--- config.mk ---
export PLATFORM = sky130hd
export DESIGN_NAME = jtdsp16_docache
export DESIGN_NICKNAME = d
export VERILOG_FILES = /design/src/rtl/jtdsp16_docache.sv
export SDC_FILE = /design/constraint.sdc
export NUM_CORES = 1
export LEC_CHECK = 0
export BUFFER_PORTS_ARGS = -buffer_cell sky130_fd_sc_hd__buf_2
export CAP_MARGIN = 20
export CORE_MARGIN = 2
export CORE_UTILIZATION = 45
export DETAILED_ROUTE_END_ITERATION = 6
export GPL_ROUTABILITY_DRIVEN = 0
export PLACE_DENSITY = 0.65
export SETUP_SLACK_MARGIN = 0.2
export SLEW_MARGIN = 20
export SYNTH_ARGS = -nofsm -noshare
export SYNTH_HDL_FRONTEND = slang
export SYNTH_SLANG_ARGS = --single-unit
export TNS_END_PERCENT = 20
--- constraint.sdc ---
create_clock -name clk -period 3.45 [get_ports clk]
set_input_delay 0.69 -clock clk [delete_from_list [all_inputs] [get_ports clk]]
set_output_delay 0.69 -clock clk [all_outputs]
set_load 0.02 [all_outputs]
--- src/rtl/jtdsp16_docache.sv ---
// -----------------------------------------------------------------------------
// jtdsp16_docache
//
// Sequencer for the DSP16 "do K { NI instructions }" and "redo K" loops.
// During the first pass (FILL) the loop body is fetched from ROM as usual and
// copied into a small instruction cache. The remaining iterations (REPLAY) are
// served from that cache while the program counter is frozen. A "redo" replays
// the last cached body K times without touching ROM at all.
//
// Optional feature: define JTDSP16_DOCACHE_FAULT_EN to get a sticky fault flag
// on illegal requests. Without it, fault is tied low. Illegal requests are
// ignored in both builds.
//
// Ports:
//   clk, rst      system clock, synchronous active-low reset
//   cen           instruction-slot enable; state only moves on clk with cen=1
//   do_start      one-slot pulse from the decoder: do/redo decoded
//   do_data       [10:7] NI (0 = redo), [6:0] K iteration count
//   rom_dout      word currently fetched from ROM
//   inst_adv      current instruction word consumed this slot
//   cache_dout    cached word at the read pointer (0 when not replaying)
//   up_xcache     decoder takes cache_dout instead of rom_dout
//   pc_hold       XAAU must not advance the PC
//   no_int        interrupts blocked while a loop is active or starting
//   loop_busy     FILL or REPLAY in progress
//   iter_left     iterations remaining, including the current one
//   fault         sticky illegal-request flag
// -----------------------------------------------------------------------------
module jtdsp16_docache #(
  parameter int DW = 16,
  parameter int AW = 4
) (
  input  logic          clk,
  input  logic          rst,
  input  logic          cen,
  input  logic          do_start,
  input  logic [10:0]   do_data,
  input  logic [DW-1:0] rom_dout,
  input  logic          inst_adv,
  output logic [DW-1:0] cache_dout,
  output logic          up_xcache,
  output logic          pc_hold,
  output logic          no_int,
  output logic          loop_busy,
  output logic [6:0]    iter_left,
  output logic          fault
);

  localparam int DEPTH = 2**AW - 1;

  typedef enum logic [1:0] {
    IDLE,
    FILL,
    REPLAY
  } state_t;

  state_t        state;
  logic [AW-1:0] ni;        // body length of the last accepted do
  logic [AW-1:0] wr_ptr;
  logic [AW-1:0] rd_ptr;
  logic [DW-1:0] cache [DEPTH];

  logic [AW-1:0] req_ni;
  logic [6:0]    req_k;
  logic          req_legal;
  logic          fill_last;
  logic          replay_last;

  assign req_ni = do_data[10:7];
  assign req_k  = do_data[6:0];

  // A redo (NI=0) is only meaningful once a body has been cached since reset.
  assign req_legal = (req_k >= 7'd2) && ((req_ni != '0) || (ni != '0));

  assign fill_last   = (wr_ptr == ni - AW'(1));
  assign replay_last = (rd_ptr == ni - AW'(1));

  // Interrupts must already be blocked in the slot that issues the do, before
  // the state register has had a chance to move.
  assign no_int = loop_busy | ((state == IDLE) & do_start & req_legal);

  // up_xcache is high exactly while replaying, so it also masks the
  // undefined cache contents after reset.
  assign cache_dout = up_xcache ? cache[rd_ptr] : '0;

  // NOTE: the cache array is deliberately left out of reset; its contents are
  // don't-care until written, and a resettable array would stop it mapping
  // onto plain RAM/register-file cells.
  always_ff @(posedge clk) begin
    if (cen && (state == FILL) && inst_adv) begin
      cache[wr_ptr] <= rom_dout;
    end
  end

  // NOTE: every register in a clocked block uses non-blocking assignment so
  // that all branches see the pre-edge values of state, pointers and counters.
  always_ff @(posedge clk) begin
    if (!rst) begin
      state     <= IDLE;
      ni        <= '0;
      wr_ptr    <= '0;
      rd_ptr    <= '0;
      iter_left <= '0;
      up_xcache <= 1'b0;
      pc_hold   <= 1'b0;
      loop_busy <= 1'b0;
    end else if (cen) begin
      case (state)
        IDLE: begin
          if (do_start && req_legal) begin
            iter_left <= req_k;
            loop_busy <= 1'b1;
            if (req_ni != '0) begin
              ni     <= req_ni;
              wr_ptr <= '0;
              state  <= FILL;
            end else begin
              // redo: the whole run comes from the cache
              rd_ptr    <= '0;
              up_xcache <= 1'b1;
              pc_hold   <= 1'b1;
              state     <= REPLAY;
            end
          end
        end

        FILL: begin
          if (inst_adv) begin
            wr_ptr <= wr_ptr + AW'(1);
            if (fill_last) begin
              iter_left <= iter_left - 7'd1;
              rd_ptr    <= '0;
              up_xcache <= 1'b1;
              pc_hold   <= 1'b1;
              state     <= REPLAY;
            end
          end
        end

        REPLAY: begin
          if (inst_adv) begin
            if (replay_last) begin
              rd_ptr    <= '0;
              iter_left <= iter_left - 7'd1;
              if (iter_left == 7'd1) begin
                // Release the PC on this edge so the next slot fetches the
                // word following the loop from ROM.
                up_xcache <= 1'b0;
                pc_hold   <= 1'b0;
                loop_busy <= 1'b0;
                state     <= IDLE;
              end
            end else begin
              rd_ptr <= rd_ptr + AW'(1);
            end
          end
        end

        default: begin
          state     <= IDLE;
          up_xcache <= 1'b0;
          pc_hold   <= 1'b0;
          loop_busy <= 1'b0;
        end
      endcase
    end
  end

`ifdef JTDSP16_DOCACHE_FAULT_EN
  // Illegal: K<2, redo with nothing cached, or any do while a loop runs.
  logic fault_q;

  always_ff @(posedge clk) begin
    if (!rst) begin
      fault_q <= 1'b0;
    end else if (cen && do_start && ((state != IDLE) || !req_legal)) begin
      fault_q <= 1'b1;
    end
  end

  assign fault = fault_q;
`else
  assign fault = 1'b0;
`endif

endmodule

==> flow_summary_export.csv <==
group,metric,value,unit
floorplan,die_height,161,µm
layout,post-route-util,53.2,%
power_and_ir_drop,p_leak,4.24,nW
route,firstDrtPassIters,7,
floorplan,placementRows,57,
route,viasPerCell,5.59,
synthesis,avgSynthCellArea,17.8,µm²
hold_path,min_from,"do_data[8]",
layout,drive_gt1_share,30.6,%
route,wl,23500,µm
critical_path,required,2760,ps
synthesis,synthFlopType,"edfxtp_1",
synthesis,synth_warnings,0,
flow_run,max-cap-violations,0,
cts,clk_latency,520,ps
critical_path,critPathBufInv,3,
synthesis,synth_edf_count,240,
sta,finalCriticalPeriod,3230,ps
layout,final_nets,750,
critical_path,crit_slowest_cell,"mux4_2",
synthesis,synthArstFlopShare,0,%
hold_path,holdCritPathClass,"input pin to register",
synthesis,seq_area_frac_synth,70.1,%
critical_path,worstPathMaxFanout,12,
route,wirelength_met1,10200,µm
layout,layout_common_cells,"edfxtp_1 (240), mux4_2 (64), buf_2 (58)",
global_routing,grt_pass1_wl,35400,µm
synthesis,syn_inst,622,
route,drt_iter0_markers,545,
cts,path_clk_slew,60,ps
floorplan,die_w,161,µm
cts,cts_buffer_depth,3,
power_and_ir_drop,vdd_drop_max,0.281,mV
global_routing,antenna_found_initial,0,
global_routing,grt_max_degree,37,
floorplan,core_area,24200,µm²
route,ant_nets,0,
sta,finalMaxSlewViolations,0,
layout,areaGrowthSynthToFinish,16.7,%
cts,root_buffer,"clkbuf_16",
floorplan,die-area,25800,µm²
cts,cts_hold_buf,0,
critical_path,path_class,"register to output pin",
critical_path,path_common_cell,"mux4_2",
critical_path,r2r_start,"state[1]",
placement,hpwl,14100,µm
sta,final-setup-viol-count,0,
synthesis,syn_nets,666,
global_routing,grt_pass1_vias,5964,
route,drc,0,
synthesis,netlist-cell-type-count,60,
critical_path,worstSetupEndpointType,"output pin",
critical_path,crit_arrival,2540,ps
sta,setup_tns,0,ps
critical_path,path_cells,"buf_12 > buf_16 > mux4_2 > mux4_2 > and2_1 > buf_2",
route,wl_met2,11700,µm
critical_path,cp_top_family,"multiplexers",
route,vias,5867,
synthesis,yosysTopAreaCell,"edfxtp_1",
floorplan,pin_count,60,
layout,n_antenna_cell,0,
sta,rsz0062_at_grt,"true",
floorplan,start_util,45.6,%
sta,worst-slew-pin-transition,887,ps
layout,final_common_cell,"edfxtp_1",
cts,cts_tree,"done",
cts,htree_levels,1,
route,top_layer,"met4",
route,wl_per_cell,22.4,µm
placement,io_buffers,58,
cts,cts_sinks,267,
sta,fin_worst_skew,9.11,ps
sta,hold_viol,0,
sta,max_slew_margin,40.5,%
route,met3_length,1280,µm
critical_path,startpoint_type,"register",
synthesis,synth.top_cell.area_share,65.2,%
cts,cts_made_buffers,26,
global_routing,gr-total-overflow,0,
sta,min_period_over_period,93.5,%
sta,fmax,310,MHz
synthesis,syn_area,11100,µm²
critical_path,cpPeakStageDelay,500,ps
power_and_ir_drop,p_per_area,538,nW/µm²
outcome,status,"complete, no violations",
synthesis,yosys_register_bits,267,
synthesis,synthTopCellsByArea,"edfxtp_1 (65%), mux4_2 (13%), dfxtp_1 (4.9%), mux2i_1 (2.1%), ha_1 (1.4%)",
global_routing,grt_use_total,18.0,%
==> worst paths after layout <==
check                   to  slack [ps]  cells after the start
max reg2reg    cache[6][8]         960                      6
min reg2reg       state[0]         530                      2
min                  ni[1]         430                      3
max          cache_dout[2]         220                      6
==> routing by layer <==
layer  up-vias  global-route usage [%]
li1       2645                       -
met1      3004                    25.1
met2       181                    30.4
met3        37                    2.66
met4         0                    4.18
met5         -                       0
==> flip-flops by register name, indices dropped and copies added (netlist names), named ones only <==
register   flops
cache        240
iter_left      7
loop_busy      1
ni             4
pc_hold        1
rd_ptr         4
state          2
wr_ptr         4
==> layout make-up <==
cell class | count | area (µm²)
inverter | 15 | 56.3
timing repair buffer | 91 | 684
clock inverter | 13 | 144
tap | 324 | 405
clock buffer | 35 | 726
fill | 1917 | 11300
sequential | 267 | 7750
multi-input combinational | 305 | 3140
==> repair_timing <==
item	CTS	global route
setup endpoints to repair	14	16
resized for setup	0	3
cloned	0	3
setup buffers	3	3
==> synthesized netlist by cell type (4+ instances only) <==
cell type and count:
edfxtp_1 240, mux4_2 64, nand2_1 32, nor2_1 28, dfxtp_1 27, mux2i_1 23, o21ai_0 20, clkbuf_1 17
and2_1 16, inv_1 14, buf_2 13, ha_1 12, a21oi_1 11, a32o_1 8, nor3_1 8, nand2b_1 7
nand3_1 6, xnor2_1 6, and3_1 5, o21a_1 5, nand4_1 4, xor2_1 4
==> where the power goes <==
group / switching, mW / total, mW / internal [mW] / leakage (nW)
Combinational: 0.323 / 0.513 / 0.190 / 1.44
Sequential: 0.0391 / 3.59 / 3.55 / 2.38
Clock: 1.13 / 2.83 / 1.70 / 0.427
==> worst min-delay path: stages <==
cell and delay (ps):
buf_2 80, mux2i_1 50, nor2_1 80
==> cells by family after synthesis <==
kind of cell,share of synthesized area (%)
buffers and inverters,1.98
adders and majority gates,1.36
DFF,70.1
xor gates and xnor gates,0.939
AOI/OAI and AO/OA,4.74
muxes,15.2
other,0.0339
and+or+nand+nor,5.66
==> metrics by stage <==
step	power, mW	instance area (µm²)	hold slack (ps)	setup WS (ps)	instances
2_1_floorplan	4.00	11100	471	735	622
3_3_place_gp	4.14	11900	492	557	993
6_report	6.94	12900	426	225	1050
4_1_cts	6.99	12800	416	141	1044
5_1_grt	7.19	12900	422	130	1050
3_5_place_dp	4.17	11900	506	545	993
Power figures use the tool's default switching activity.
